**src/rtl/filter_pkg.sv**
```systemverilog
// filter_pkg: frame layout, FSM state type and coefficient table for spi_coef_master
package filter_pkg;
  localparam int ADDR_W = 8;
  localparam int DATA_W = 12;
  localparam int FRAME_W = 24;
  localparam int WR_BIT = 23;
  localparam int ADDR_LSB = 12;
  localparam int DATA_LSB = 0;
  localparam int COEF_TAPS = 16;
  typedef enum logic [2:0] {IDLE, SETUP, SHIFT, HOLD, GAP} state_t;
  localparam logic [COEF_TAPS-1:0][DATA_W-1:0] COEF_INIT = {
    12'hF0F, 12'hE1E, 12'hD2D, 12'hC3C, 12'hB4B, 12'hA5A, 12'h969, 12'h878,
    12'h787, 12'h696, 12'h5A5, 12'h4B4, 12'h3C3, 12'h2D2, 12'h1E1, 12'h0F0
  };
endpackage

```
**src/rtl/spi_coef_master_if.sv**
```systemverilog
// spi_coef_master_if: request/response handshake plus SPI pins of the coefficient master
interface spi_coef_master_if;
  import filter_pkg::*;
  logic Req_Valid, Req_Ready, Req_Write;
  logic [ADDR_W-1:0] Req_Addr;
  logic [DATA_W-1:0] Req_Data, Rsp_Data;
  logic Rsp_Valid, Busy, SCK, CS, MOSI, MISO;
  modport master(
    input Req_Valid, Req_Write, Req_Addr, Req_Data, MISO,
    output Req_Ready, Rsp_Valid, Rsp_Data, Busy, SCK, CS, MOSI
  );
  modport slave(
    output Req_Valid, Req_Write, Req_Addr, Req_Data, MISO,
    input Req_Ready, Rsp_Valid, Rsp_Data, Busy, SCK, CS, MOSI
  );
endinterface

```
**src/rtl/spi_sck_gen.sv**
```systemverilog
// spi_sck_gen: CLK_DIV half-period timer producing SCK and its edge strobes
module spi_sck_gen #(
  parameter int CLK_DIV = 4
) (
  input  logic clk,
  input  logic rst,
  input  logic en,
  input  logic clr,
  output logic sck,
  output logic rise_tick,
  output logic fall_tick
);
  localparam int CW = $clog2(CLK_DIV);
  logic [CW-1:0] cnt;
  logic tick;
  assign tick = en && cnt == CW'(CLK_DIV - 1);
  assign rise_tick = tick && !sck;
  assign fall_tick = tick && sck;
  // half-period counter; SCK flips each time a half-period expires
  always_ff @(posedge clk)
    if (rst || clr) begin
      cnt <= '0;
      sck <= 1'b0;
    end else if (en) begin
      cnt <= tick ? '0 : cnt + 1'b1;
      sck <= sck ^ tick;
    end
endmodule

```
**src/rtl/spi_coef_master.sv**
```systemverilog
// spi_coef_master: 24-bit SPI register-port initiator; COEF_AUTOLOAD_EN adds coefficient autoload after reset
module spi_coef_master
  import filter_pkg::*;
#(
  parameter int CLK_DIV = 4,
  parameter int CS_GAP = 4,
  parameter int NUM_TAPS = 16
) (
  input logic Clk,
  input logic Rst,
  spi_coef_master_if.master bus
);
  localparam int GW = $clog2(CS_GAP + 1);
  state_t state, state_n;
  logic [FRAME_W-1:0] frame, req_frame, al_frame;
  logic [DATA_W-1:0] shreg, rsp_data;
  logic [4:0] bit_cnt;
  logic [GW-1:0] gap_cnt;
  logic wr, rsp_valid, al_active, start, cs_low, sck, rise_tick, fall_tick, last_bit, hold_done, gap_done;
`ifdef COEF_AUTOLOAD_EN
  localparam int IW = $clog2(COEF_TAPS);
  logic [IW-1:0] al_idx;
  assign al_frame = {1'b1, 3'b000, ADDR_W'(al_idx), COEF_INIT[al_idx]};
  // walk the coefficient table once after every reset, one write per frame
  always_ff @(posedge Clk)
    if (Rst) begin
      al_active <= 1'b1;
      al_idx <= '0;
    end else if (gap_done && al_active) begin
      al_active <= al_idx != IW'(NUM_TAPS - 1);
      al_idx <= al_idx + 1'b1;
    end
`else
  assign al_active = 1'b0;
  assign al_frame = '0;
`endif
  assign cs_low = state inside {SETUP, SHIFT, HOLD};
  assign last_bit = bit_cnt == 5'd23;
  assign hold_done = state == HOLD && rise_tick;
  assign gap_done = state == GAP && gap_cnt == GW'(CS_GAP - 1);
  assign start = state == IDLE && (al_active || (bus.Req_Valid && bus.Req_Ready));
  assign req_frame = {bus.Req_Write, 3'b000, bus.Req_Addr, bus.Req_Write ? bus.Req_Data : {DATA_W{1'b0}}};
  assign bus.Req_Ready = state == IDLE && !al_active && !Rst;
  assign bus.Busy = state != IDLE || al_active;
  assign bus.SCK = sck;
  assign bus.CS = !cs_low;
  assign bus.MOSI = cs_low && frame[WR_BIT];
  assign bus.Rsp_Valid = rsp_valid;
  assign bus.Rsp_Data = rsp_data;
  // the HOLD-ending tick would raise SCK, so the timer is cleared on it instead
  spi_sck_gen #(.CLK_DIV(CLK_DIV)) u_sck (
    .clk(Clk),
    .rst(Rst),
    .en(cs_low),
    .clr(!cs_low || hold_done),
    .sck(sck),
    .rise_tick(rise_tick),
    .fall_tick(fall_tick)
  );
  // state register
  always_ff @(posedge Clk)
    state <= Rst ? IDLE : state_n;
  // frame sequencing: setup, 24 SCK periods, hold, inter-frame gap
  always_comb begin
    state_n = state;
    unique case (state)
      IDLE:    state_n = start ? SETUP : IDLE;
      SETUP:   state_n = rise_tick ? SHIFT : SETUP;
      SHIFT:   state_n = fall_tick && last_bit ? HOLD : SHIFT;
      HOLD:    state_n = rise_tick ? GAP : HOLD;
      GAP:     state_n = gap_done ? IDLE : GAP;
      default: state_n = IDLE;
    endcase
  end
  // shift datapath: MOSI advances on falling edges, MISO captured on rising edges
  always_ff @(posedge Clk)
    if (Rst) begin
      frame <= '0;
      wr <= 1'b0;
      bit_cnt <= '0;
      shreg <= '0;
      gap_cnt <= '0;
      rsp_valid <= 1'b0;
      rsp_data <= '0;
    end else begin
      rsp_valid <= hold_done && !wr;
      gap_cnt <= state == GAP ? gap_cnt + 1'b1 : '0;
      if (start) begin
        frame <= al_active ? al_frame : req_frame;
        wr <= al_active || bus.Req_Write;
        bit_cnt <= '0;
      end else if (state == SHIFT && fall_tick && !last_bit) begin
        frame <= {frame[FRAME_W-2:0], 1'b0};
        bit_cnt <= bit_cnt + 1'b1;
      end
      if (rise_tick && state != HOLD) shreg <= {shreg[DATA_W-2:0], bus.MISO};
      if (hold_done && !wr) rsp_data <= shreg;
    end
endmodule

```
**src/flat_wrapper.sv**
```systemverilog
// flat-port wrapper written by rule: the top's interface ports become plain ports
module spi_coef_master_flat import filter_pkg::*;
#(
  parameter int CLK_DIV = 4,
  parameter int CS_GAP = 4,
  parameter int NUM_TAPS = 16
)
  (Clk, Rst, bus_Req_Valid, bus_Req_Write, bus_Req_Addr, bus_Req_Data, bus_MISO, bus_Req_Ready, bus_Rsp_Valid, bus_Rsp_Data, bus_Busy, bus_SCK, bus_CS, bus_MOSI);
  spi_coef_master_if bus_i ();
  input logic Clk;
  input logic Rst;
  input wire logic [$bits(bus_i.Req_Valid)-1:0] bus_Req_Valid;
  input wire logic [$bits(bus_i.Req_Write)-1:0] bus_Req_Write;
  input wire logic [$bits(bus_i.Req_Addr)-1:0] bus_Req_Addr;
  input wire logic [$bits(bus_i.Req_Data)-1:0] bus_Req_Data;
  input wire logic [$bits(bus_i.MISO)-1:0] bus_MISO;
  output wire logic [$bits(bus_i.Req_Ready)-1:0] bus_Req_Ready;
  output wire logic [$bits(bus_i.Rsp_Valid)-1:0] bus_Rsp_Valid;
  output wire logic [$bits(bus_i.Rsp_Data)-1:0] bus_Rsp_Data;
  output wire logic [$bits(bus_i.Busy)-1:0] bus_Busy;
  output wire logic [$bits(bus_i.SCK)-1:0] bus_SCK;
  output wire logic [$bits(bus_i.CS)-1:0] bus_CS;
  output wire logic [$bits(bus_i.MOSI)-1:0] bus_MOSI;
  assign bus_i.Req_Valid = bus_Req_Valid;
  assign bus_i.Req_Write = bus_Req_Write;
  assign bus_i.Req_Addr = bus_Req_Addr;
  assign bus_i.Req_Data = bus_Req_Data;
  assign bus_i.MISO = bus_MISO;
  assign bus_Req_Ready = bus_i.Req_Ready;
  assign bus_Rsp_Valid = bus_i.Rsp_Valid;
  assign bus_Rsp_Data = bus_i.Rsp_Data;
  assign bus_Busy = bus_i.Busy;
  assign bus_SCK = bus_i.SCK;
  assign bus_CS = bus_i.CS;
  assign bus_MOSI = bus_i.MOSI;
  spi_coef_master #(.CLK_DIV(CLK_DIV), .CS_GAP(CS_GAP), .NUM_TAPS(NUM_TAPS)) u_core (.Clk(Clk), .Rst(Rst), .bus(bus_i));
endmodule
```
**config.mk**
```make
export PLATFORM = sky130hd
export DESIGN_NAME = spi_coef_master_flat
export DESIGN_NICKNAME = d
export VERILOG_FILES = /design/src/rtl/filter_pkg.sv /design/src/rtl/spi_coef_master_if.sv /design/src/rtl/spi_sck_gen.sv /design/src/rtl/spi_coef_master.sv /design/src/flat_wrapper.sv
export SDC_FILE = /design/constraint.sdc
export NUM_CORES = 1
export LEC_CHECK = 0
export BUFFER_PORTS_ARGS = -buffer_cell sky130_fd_sc_hd__buf_2
export CAP_MARGIN = 20
export CORE_UTILIZATION = 56
export CTS_CLUSTER_DIAMETER = 40
export CTS_CLUSTER_SIZE = 30
export DETAILED_ROUTE_END_ITERATION = 10
export PLACE_DENSITY = 0.79
export SYNTH_ARGS = -nofsm -noshare
export SYNTH_HDL_FRONTEND = slang
export SYNTH_SLANG_ARGS = --single-unit
```
**constraint.sdc**
```tcl
create_clock -name Clk -period 3.1 [get_ports Clk]
set_clock_uncertainty 0.15 [all_clocks]
set_input_delay 0.155 -clock Clk [delete_from_list [all_inputs] [get_ports Clk]]
set_output_delay 0.155 -clock Clk [all_outputs]
set_load 0.1 [all_outputs]
```
# ---- Word level (Yosys, flattened, before mapping)
# Index checks and enable logic that the tools add are counted.
dict set report totals {
  regBits 64
  out_inout_bits 18
}
dict set report op_classes {
  add_sub_neg 3
  eq_ne 8
  mux 10
  n_bitwise 2
  reduce_logical 27
}
# operator count
set ops {}
lappend ops {{$mux W24} 2}
lappend ops {{$pmux W3 S5} 1}
lappend ops {{$logic_and A1 B1 Y1} 14}
lappend ops {{$mux W12} 1}
lappend ops {{$eq A3 B2 Y1 const B} 3}
lappend ops {{$mux W3} 2}
lappend ops {{$reduce_bool A3 Y1} 2}
lappend ops {{$add A5 B1 Y5 const B} 1}
lappend ops {{$eq A5 B5 Y1 const B} 1}
lappend ops {{$logic_not A1 Y1} 5}
lappend ops {{$mux W2} 2}
lappend ops {{$reduce_or A2 Y1} 2}
lappend ops {{$add A3 B1 Y3 const B} 1}
lappend ops {{$eq A3 B1 Y1 const B} 1}
lappend ops {{$eq A3 B3 Y1 const B} 1}
lappend ops {{$logic_not A3 Y1} 1}
lappend ops {{$ne A3 B2 Y1 const B} 1}
lappend ops {{$add A2 B1 Y2 const B} 1}
lappend ops {{$eq A2 B2 Y1 const B} 1}
lappend ops {{$logic_or A1 B1 Y1} 2}
lappend ops {{$mux W1} 2}
lappend ops {{$reduce_bool A2 Y1} 1}
lappend ops {{$not A1 Y1} 1}
lappend ops {{$xor A1 B1 Y1} 1}

# ---- Logic depth before layout (Yosys ltp)
# Gate-level depths: netlist of the first run.
dict set report depth {
  ltp_word 8
  depth_mapped 10
}

# ---- Modules after synthesis
# A second synthesis of the first run with hierarchy kept.
dict set report unflattened {
  hier_cells 350
  area_unflattened_um2 2897.8
}
# mod instances cells_per_inst area_each_um2 seq_area_each_um2
set by_module_without_submodules {}
lappend by_module_without_submodules {spi_coef_master 1 335 2741.4 1221.2}
lappend by_module_without_submodules {spi_sck_gen 1 15 156.4 60.1}

# ---- Worst setup path before layout of the first run
# Ideal clock, no wire load.
dict set report synth_path {
  kind {reg2out}
  from {reg u_core.state[0]}
  to {out bus_MOSI}
  arrival_time_ns 2.426
  required_ns 2.795
  slack_ns 0.369
  path_stages_with_launch 5
  path_buffers 1
  cell_sequence {dfxtp_1 buf_2 nor2_1 or2_2 nor2_1}
}
dict set report synth_via {
  elab_chain_cells 3
  elab_cells_between_ends 5
  cone_classes {3 x eq/ne; 2 x reduce/logical}
}
# element line_no
set synth_lines {}
lappend synth_lines {{start, declared} spi_coef_master.sv:14} ;# state_t state, state_n;
lappend synth_lines {{start signal, assigned} spi_coef_master.sv:62} ;# state <= Rst ? IDLE : state_n;
lappend synth_lines {{$eq A3 B1 Y1 / $eq A3 B2 Y1 (equally long branches)} spi_coef_master.sv:37} ;# assign cs_low = state inside {SETUP, SHIFT, HOLD};
lappend synth_lines {{$reduce_bool A3 Y1 (*)} spi_coef_master.sv:37}
lappend synth_lines {{$logic_and A1 B1 Y1 (*)} spi_coef_master.sv:47} ;# assign bus.MOSI = cs_low && frame[WR_BIT];
lappend synth_lines {{end, declared} flat_wrapper.sv:23} ;# output wire logic [$bits(bus_i.MOSI)-1:0] bus_MOSI;
# Every way passes the cells marked *; elsewhere a longest branch is shown, timed or not.

# ---- Final worst setup path of the first run
dict set report layout_path {
  from {reg u_core.state[0]}
  to {reg u_core.bit_cnt[0]}
}
dict set report layout_via {
  elab_chain_cells 6
  elab_cells_between_ends 13
  cone_classes {3 x eq/ne; 10 x reduce/logical}
}
# element line_no
set layout_lines {}
lappend layout_lines {{$eq A3 B1 Y1, or another cell as far along} spi_coef_master.sv:37}
lappend layout_lines {{$reduce_bool A3 Y1} spi_coef_master.sv:37}
lappend layout_lines {{$logic_and A1 B1 Y1} spi_sck_gen.sv:16} ;# assign tick = en && cnt == CW'(CLK_DIV - 1);
lappend layout_lines {{$logic_and A1 B1 Y1} spi_sck_gen.sv:18} ;# assign fall_tick = tick && sck;
lappend layout_lines {{$logic_and A1 B1 Y1 (2 in series)} spi_coef_master.sv:92} ;# end else if (state == SHIFT && fall_tick && !last_bit) begin
lappend layout_lines {{end signal, assigned} spi_coef_master.sv:94} ;# bit_cnt <= bit_cnt + 1'b1;
lappend layout_lines {{end, declared} spi_coef_master.sv:17} ;# logic [4:0] bit_cnt;
# Parallel ways exist; a longest one is shown, timed or not.
# A chain may end at the register's enable or synchronous reset.

==> metrics.csv, run 1 <==
metric,value,unit
endpoint_kind,flop,
final_common_cell,dfxtp_1,
postRouteAntennaNets,0,
hold_viol,0,
placed_area,3010,sq um
clk_path_buf_depth,2,
async_flop_share,0,%
cts-root-buf,clkbuf_8,
io_buffers,42,
avgRoutedWirePerCell,15.2,um
drt_wl_total,6.67,mm
final_nets,398,
r2r_slack,0.31,ns
cp.required,3.22,ns
drv_cap,0,
cts_max_level,3,
cts.clk_slew.worst_paths,0.07,ns
rsz0062_at_grt,no,
yosys_warnings,0,
whs_path_depth,3,
cp-start-kind,flop,
synth_cell_types,41,
path_buf_inv,1,
cp_slowest_cell,dfxtp_1,
holdWs,0.0535,ns
crit_path_cell_trace,"nor2_1, or2_2, nor2_1, ha_1, nand4bb_1, buf_4, or3_1, a21oi_1",
cpPeakStageDelay,0.53,ns
syn_nets,368,
final_area,3340,sq um
clk_latency,0.34,ns
synth_ff_type,dfxtp_1,
crit_path_frequent_cell,nor2_1,
reg2reg_to,u_core.bit_cnt[0],
finalWorstSetupSlack,0.310,ns
final_cell_mix,"dfxtp_1 (64), nand3_1 (58), o21ai_0 (42), buf_2 (42), a21oi_1 (33)",
worstHoldStart,bus_Req_Write,
routed-via-count,2688,
start_util,59.1,%
grt_max_degree,53,
io_pins,43,
holdCritPathClass,in2reg,
ff2ff_path_depth,8,
antenna_found_initial,0,
core,4820,sq um
overflow,0,
antenna_cells,0,
drt_iter0_markers,359,
netlist_area,2850,sq um
syn_to_final_growth,17.3,%
dpl.hpwl,3.84,mm
rows,25,
cts_tree,yes,
clkSinkCount,64,
grt_use_total,26.1,%
final.period_utilization,90.0,%
ir_drop,0.297,mV
drc,0,
preCtsSetupSlack,0.399,ns
path_max_fanout,19,
netlist_instances,337,
dieArea,5380,sq um
tightest_slew,0.889,ns
fin_crit,2.79,ns
via_per_inst,6.12,
setup_viol,0,
power.density,544,nW/um^2
ys_seq_area_share,45.0,%
chipHeight,73.3,um
arrival,2.91,ns
max_freq,0.358,GHz
leakage,1.19,nW
grt_pass1_vias,2295,
status,"finished, final reports clean",
synth_area_per_cell,8.45,sq um
layout-drive-gt1-share,18.3,%
drtPass1Iterations,4,
die_x,73.3,um
r2r-start,u_core.state[0],
cts_buffers,9,
slew_viol_final,0,
cpLargestDelayFamily,simple AND/OR/NAND/NOR gates,
synth_edf_count,0,
postCtsSetupRepairBufs,0,
place_congestion,0.832,
relSlewSlack,40.7,%
fin_tns_setup,0,ns
ys_ff_latch,64,
grt_pass1_wl,10.6,mm
min_to,u_core.frame[0],
criticalPathCategory,reg2reg,
logic make-up after synthesis:
family | count (synthesis) | share of synthesized area, %
and+or+nand+nor | 94 | 18.4
adders and majority gates | 6 | 2.63
xor gates and xnor gates | 1 | 0.307
AOI/OAI and AO/OA | 121 | 25.9
buffers and inverters | 51 | 7.77
DFF | 64 | 45.0
power by group:
part	switching [W]	total (W)	internal, W
Combinational	0.0000869	0.000133	0.0000460
Sequential	0.0000148	0.000857	0.000842
Clock	0.000308	0.000828	0.000520
Total	0.000410	0.00182	0.00141
per-layer routing:
layer  global-route usage (%)  share of wire [%]
met2                     37.9                 46
met1                     35.3                 46
met5                        0                  0
met4                     16.7                2.5
met3                     5.21                5.6
state kept, by name (all words and copies together), names as in the netlist:
register / flops
u_core.state: 3
u_core.shreg: 12
u_core.gap_cnt: 3
u_core.u_sck.cnt: 2
u_core.wr: 1
u_core.frame: 24
u_core.bit_cnt: 5
u_core.u_sck.sck: 1
u_core.bus.Rsp_Data: 12
u_core.bus.Rsp_Valid: 1
repair_timing:
action,CTS,global route
resized for setup,0,0
endpoints found under the hold margin,10,0
setup endpoints to repair,0,0
hold buffers,10,0
worst max path at each step:
stage | end | depth (start not counted) | slack, ns | from
2_1_floorplan | bus_MOSI | 4 | 0.37 | u_core.state[0]
3_3_place_gp | u_core.bit_cnt[0] | 8 | 0.52 | u_core.state[0]
3_5_place_dp | u_core.bit_cnt[0] | 8 | 0.40 | u_core.state[0]
4_1_cts | u_core.bit_cnt[0] | 8 | 0.33 | u_core.state[0]
5_1_grt | u_core.bit_cnt[0] | 8 | 0.20 | u_core.state[0]
6_report | u_core.bit_cnt[0] | 8 | 0.31 | u_core.state[0]
worst reg2reg max path, cell delays in order, from the launching register on:
cell and delay, ns:
dfxtp_1 0.53, nor2_1 0.14, or2_2 0.32, nor2_1 0.15, ha_1 0.20, nand4bb_1 0.36, buf_4 0.35, or3_1 0.36
a21oi_1 0.16
Yosys cell counts (9+ instances only):
cell type	count	area (sq um)
o221ai_1	9	78.8
clkbuf_1	23	86.3
a211oi_1	11	82.6
a311oi_1	11	96.3
inv_1	12	45.0
nand3_1	58	290
o21ai_0	42	210
nor2_1	9	33.8
buf_2	12	60.1
a31oi_1	9	56.3
dfxtp_1	64	1280
a21oi_1	33	165
cell type report:
cell class,count,area [sq um]
inverters,13,48.8
clock inverters,2,60.1
fillers,418,1480
well taps,67,83.8
flip-flops and latches,64,1280
repair buffers,57,348
multi-input cells,222,1350
clock buffers,14,173
per-stage QoR:
stage                     utilization (%)  instances  power (W)
after floorplan                         -        337   0.000966
after global placement               62.4        413   0.000993
after detailed placement             62.4        413   0.000993
after CTS                            69.4        439    0.00183
after global routing                 69.4        439    0.00189
final                                69.4        439    0.00182
Power figures use the tool's default switching activity.
==> inputs of run 2 (changes only) <==
SETUP_SLACK_MARGIN = 0.5   (was unset)
==> metrics.csv, run 2 (synthesized netlist as in run 1, its figures left out) <==
metric,value,unit,change
cpPeakStageDelay,0.74,ns,+0.21 ns
placed_area,3030,sq um,+0.58%
clk_latency,0.34,ns,about the same
place_congestion,0.792,,-4.9%
cp-start-kind,flop,,
chipHeight,73.3,um,unchanged
grt_pass1_vias,2445,,+6.5%
holdWs,0.0544,ns,+0.000971 ns
path_max_fanout,22,,+3
cts-root-buf,clkbuf_8,,
fin_crit,2.51,ns,-0.282 ns
final_area,3390,sq um,+1.6%
cts.clk_slew.worst_paths,0.08,ns,about the same
finalWorstSetupSlack,0.592,ns,+0.282 ns
endpoint_kind,output pin,,
die_x,73.3,um,unchanged
tightest_slew,0.931,ns,+0.0418 ns
io_pins,43,,unchanged
via_per_inst,6.09,,-0.60%
criticalPathCategory,reg2out,,
grt_use_total,26.0,%,-0.036 points
drv_cap,0,,unchanged
leakage,1.21,nW,+1.7%
max_freq,0.399,GHz,+11%
crit_path_cell_trace,"or4_4, inv_2, buf_2",,
postRouteAntennaNets,0,,unchanged
clkSinkCount,64,,unchanged
relSlewSlack,37.9,%,-2.8 points
final_common_cell,dfxtp_1,,
power.density,555,nW/um^2,+2.0%
drc,0,,unchanged
antenna_found_initial,0,,unchanged
hold_viol,0,,unchanged
clk_path_buf_depth,2,,unchanged
ir_drop,0.376,mV,+27%
path_buf_inv,2,,+1
final_cell_mix,"dfxtp_1 (62), nand3_1 (58), o21ai_0 (42), buf_2 (42), a21oi_1 (33)",,
worstHoldStart,bus_Req_Data[11],,
fin_tns_setup,0,ns,unchanged
layout-drive-gt1-share,20.5,%,+2.3 points
whs_path_depth,3,,unchanged
path_depth,3,,-5
overflow,0,,unchanged
final_nets,401,,+0.75%
ff2ff_path_depth,8,,unchanged
crit_start,u_core.state[2],,
drtPass1Iterations,5,,+1
r2r-start,u_core.state[1],,
cpLargestDelayFamily,simple AND/OR/NAND/NOR gates,,
cp_slowest_cell,or4_4,,
setup_viol,0,,unchanged
start_util,59.1,%,unchanged
dpl.hpwl,3.92,mm,+1.9%
rsz0062_at_grt,no,,
arrival,2.20,ns,-0.71 ns
drt_iter0_markers,348,,-3.1%
cts_tree,yes,,
drt_wl_total,6.71,mm,+0.57%
status,"finished, final reports clean",,
holdCritPathClass,in2reg,,
core,4820,sq um,unchanged
preCtsSetupSlack,0.531,ns,+0.132 ns
finalNonFillerCells,442,,+0.68%
dieArea,5380,sq um,unchanged
dp.cells,415,,+0.48%
grt_pass1_wl,10.8,mm,+1.6%
avgRoutedWirePerCell,15.2,um,-0.11%
antenna_cells,0,,unchanged
rows,25,,unchanged
io_buffers,42,,unchanged
slew_viol_final,0,,unchanged
cts_max_level,3,,unchanged
grt_max_degree,53,,unchanged
largest_reg_flops,24,,unchanged
cts_buffers,9,,unchanged
largest-register,u_core.frame,,
routed-via-count,2690,,+0.074%
syn_to_final_growth,19.1,%,
fill_cells,415,,-0.72%
cp.required,2.79,ns,-0.43 ns
final.period_utilization,80.9,%,-9.1 points
[run 2: cell types whose count changed in the layout (fill, tap and decap cells not counted), sizes merged]
cell	before	now
clkbuf	14	10
buf	47	50
bufinv	2	3
clkinv	0	1
clkinvlp	0	1
inv	13	14
[run 2: final cells by class]
cell class	instances	area [sq um]	area share, %
multi-input combinational	222	1350	39.9
sequential	64	1280	37.8
clock buffer	10	138	4.06
tap	67	83.8	2.47
inverter	13	48.8	1.44
timing repair buffer	60	370	10.9
clock inverter	6	115	3.39
[run 2: final timing paths]
path                            end  slack, ns
setup / recovery      bus_Req_Ready       0.59
hold / removal     u_core.frame[11]       0.05
setup reg to reg  u_core.bit_cnt[3]       0.75
hold reg to reg   u_core.gap_cnt[0]       0.27
[run 2: routing by layer]
metal  part of all wire (%)  GRT usage, %
met2                     47          41.4
met3                    5.8          8.64
met4                   0.98          7.91
met1                     46          33.6
met5                      0             0
[run 2: timing repair]
item	in CTS	in global routing
endpoints found under the hold margin	10	0
gates resized for setup	0	4
setup buffers	0	1
endpoints found under the setup margin	0	30
hold buffers	10	0
[run 2: stage by stage]
step	power, W	utilization, %
floorplan	0.000966	-
global placement	0.000994	62.8
detailed placement	0.000995	62.8
CTS	0.00189	70.1
global route	0.00195	70.4
finish	0.00188	70.4
[run 2: tightest hold or removal path: stages]
cell and delay [ns]:
buf_2 0.07, a211oi_1 0.06, a311oi_1 0.22
[run 2: power by group]
group | total (W) | switching (W) | internal, W
combinational | 0.000134 | 0.0000877 | 0.0000462
clock | 0.000893 | 0.000333 | 0.000560
sequential | 0.000857 | 0.0000153 | 0.000842
==> inputs of run 3 (changes only) <==
CORE_UTILIZATION = 51   (was 56)
PLACE_DENSITY = 0.76   (was 0.79)
clock period = 2.03 ns   (was 3.1 ns; I/O delays follow)
==> metrics.csv, run 3 (synthesized netlist as in run 1, its figures left out) <==
metric,value,unit,change
status,"finished, final reports clean",,
endpoint_kind,output pin,,
p_total,0.00284,W,+51%
drtPass1Iterations,4,,-1
cts_tree,yes,,
postRouteAntennaNets,0,,unchanged
cpPeakStageDelay,0.57,ns,-0.17 ns
cp_slowest_cell,or4_4,,
path_buf_inv,4,,+2
clk_path_buf_depth,2,,unchanged
grt_util_met1,35.8,%,+2.2 points
clkSinkCount,64,,unchanged
relSlewSlack,56.7,%,+19 points
criticalPathCategory,reg2out,,
hold_viol,0,,unchanged
ir_drop,0.475,mV,+26%
grt_max_degree,51,,-3.8%
grt_use_total,29.0,%,+3.0 points
io_buffers,42,,unchanged
cts_buffers,9,,unchanged
cpLargestDelayFamily,simple AND/OR/NAND/NOR gates,,
tightest_slew,0.650,ns,-0.281 ns
cp-start-kind,flop,,
dpl.hpwl,4.34,mm,+11%
grt.busiest_layer,met2,,
layout-drive-gt1-share,41.3,%,+21 points
placed_area,3240,sq um,+6.9%
routed-via-count,3026,,+12%
drv_cap,0,,unchanged
finish.utilization,80.2,%,+9.8 points
rows,26,,+4.0%
fin_crit,2.02,ns,
use_met3,5.24,%,-3.4 points
max_freq,0.495,GHz,
drc,0,,unchanged
via_per_inst,6.23,,+2.3%
rsz0062_at_grt,yes,,
cts-root-buf,clkbuf_8,,
avgRoutedWirePerCell,17.8,um,+17%
drt_iter0_markers,335,,-3.7%
slew_viol_final,0,,unchanged
die_x,76.7,um,+4.7%
use_met2,49.3,%,+7.9 points
fill_cells,330,,-20%
io_pins,43,,unchanged
dieArea,5890,sq um,+9.5%
antenna_cells,0,,unchanged
antenna_found_initial,0,,unchanged
place_congestion,0.726,,-8.2%
grt_pass1_wl,13.6,mm,+26%
leakage,1.47,nW,+22%
chipHeight,76.7,um,+4.7%
final_cell_mix,"dfxtp_1 (60), nand3_1 (39), buf_2 (38), o21ai_1 (29), a21oi_1 (25)",,
fin_tns_setup,0,ns,unchanged
core,5240,sq um,+8.7%
grt_pass1_vias,2819,,+15%
syn_to_final_growth,47.4,%,
largest_reg_flops,24,,unchanged
drt_wl_total,8.65,mm,+29%
cp.required,1.78,ns,-1.01 ns
holdCritPathClass,in2reg,,
setup_viol,0,,unchanged
path_max_fanout,3,,-86%
crit_path_cell_trace,"buf_6, or4_4, inv_4, buf_8, buf_12",,
final_area,4200,sq um,+24%
start_util,54.4,%,-4.7 points
final.period_utilization,99.5,%,
final_nets,442,,+10%
cts.clk_slew.worst_paths,0.07,ns,about the same
clk_latency,0.35,ns,about the same
overflow,0,,unchanged
cts_max_level,3,,unchanged
arrival,1.77,ns,-0.43 ns
largest-register,u_core.frame,,
power.density,677,nW/um^2,+22%
final_common_cell,dfxtp_1,,
==> run 3: timing repair <==
item | 4_1_cts | 5_1_grt
pin swaps | 27 | 32
gates cloned | 4 | 1
endpoints found under the setup margin | 66 | 65
hold endpoints to repair | 19 | 0
hold buffers | 13 | 0
gates resized for setup | 61 | 47
setup buffers | 12 | 10
==> run 3: cell type report <==
cell class	instances	area (sq um)	area share, %
Clock buffer	11	141	3.37
Clock inverter	5	80.1	1.91
Inverter	13	55.1	1.31
Multi-Input combinational cell	223	1680	39.9
Sequential cell	64	1290	30.7
Tap cell	70	87.6	2.09
Timing Repair Buffer	99	860	20.5
Timing Repair inverter	1	7.51	0.179
==> run 3: final timing paths <==
| kind | startpoint | endpoint | slack, ns | cells after the start |
|---|---|---|---|---|
| worst min register to register | u_core.u_sck.cnt[0] | u_core.u_sck.cnt[0] | 0.26 | 1 |
| worst min-delay path | bus_Req_Data[5] | u_core.frame[5] | 0.006 | 3 |
| worst max-delay path | u_core.state[1] | bus_Req_Ready | 0.01 | 5 |
| worst max register to register | u_core.state[1] | u_core.shreg[6] | 0.02 | 9 |
==> run 3: routing by layer <==
| layer | up-vias | wire length [um] |
|---|---|---|
| met1 | 1466 | 3560 |
| met2 | 120 | 4480 |
| li1 | 1418 | - |
| met3 | 22 | 359 |
| met5 | - | 0 |
| met4 | 0 | 250 |
==> run 3: per-stage QoR <==
step           hold slack [ns]  setup WS, ns  cells
2_1_floorplan           0.0992        -0.118    337
3_3_place_gp             0.189        0.0995    430
3_5_place_dp             0.194        0.0387    430
4_1_cts                0.00492        0.0340    475
5_1_grt                 0.0226       -0.0323    486
6_report               0.00587        0.0103    486
==> run 3: worst min-delay path: stages <==
cell,delay (ns)
buf_2,0.07
a211oi_1,0.06
a311oi_1,0.22
==> run 3: power by group <==
group	internal, W	switching [W]	leakage [nW]
logic	0.000131	0.000168	0.846
clock network	0.000723	0.000511	0.106
registers	0.00128	0.0000268	0.521
total	0.00214	0.000705	1.47
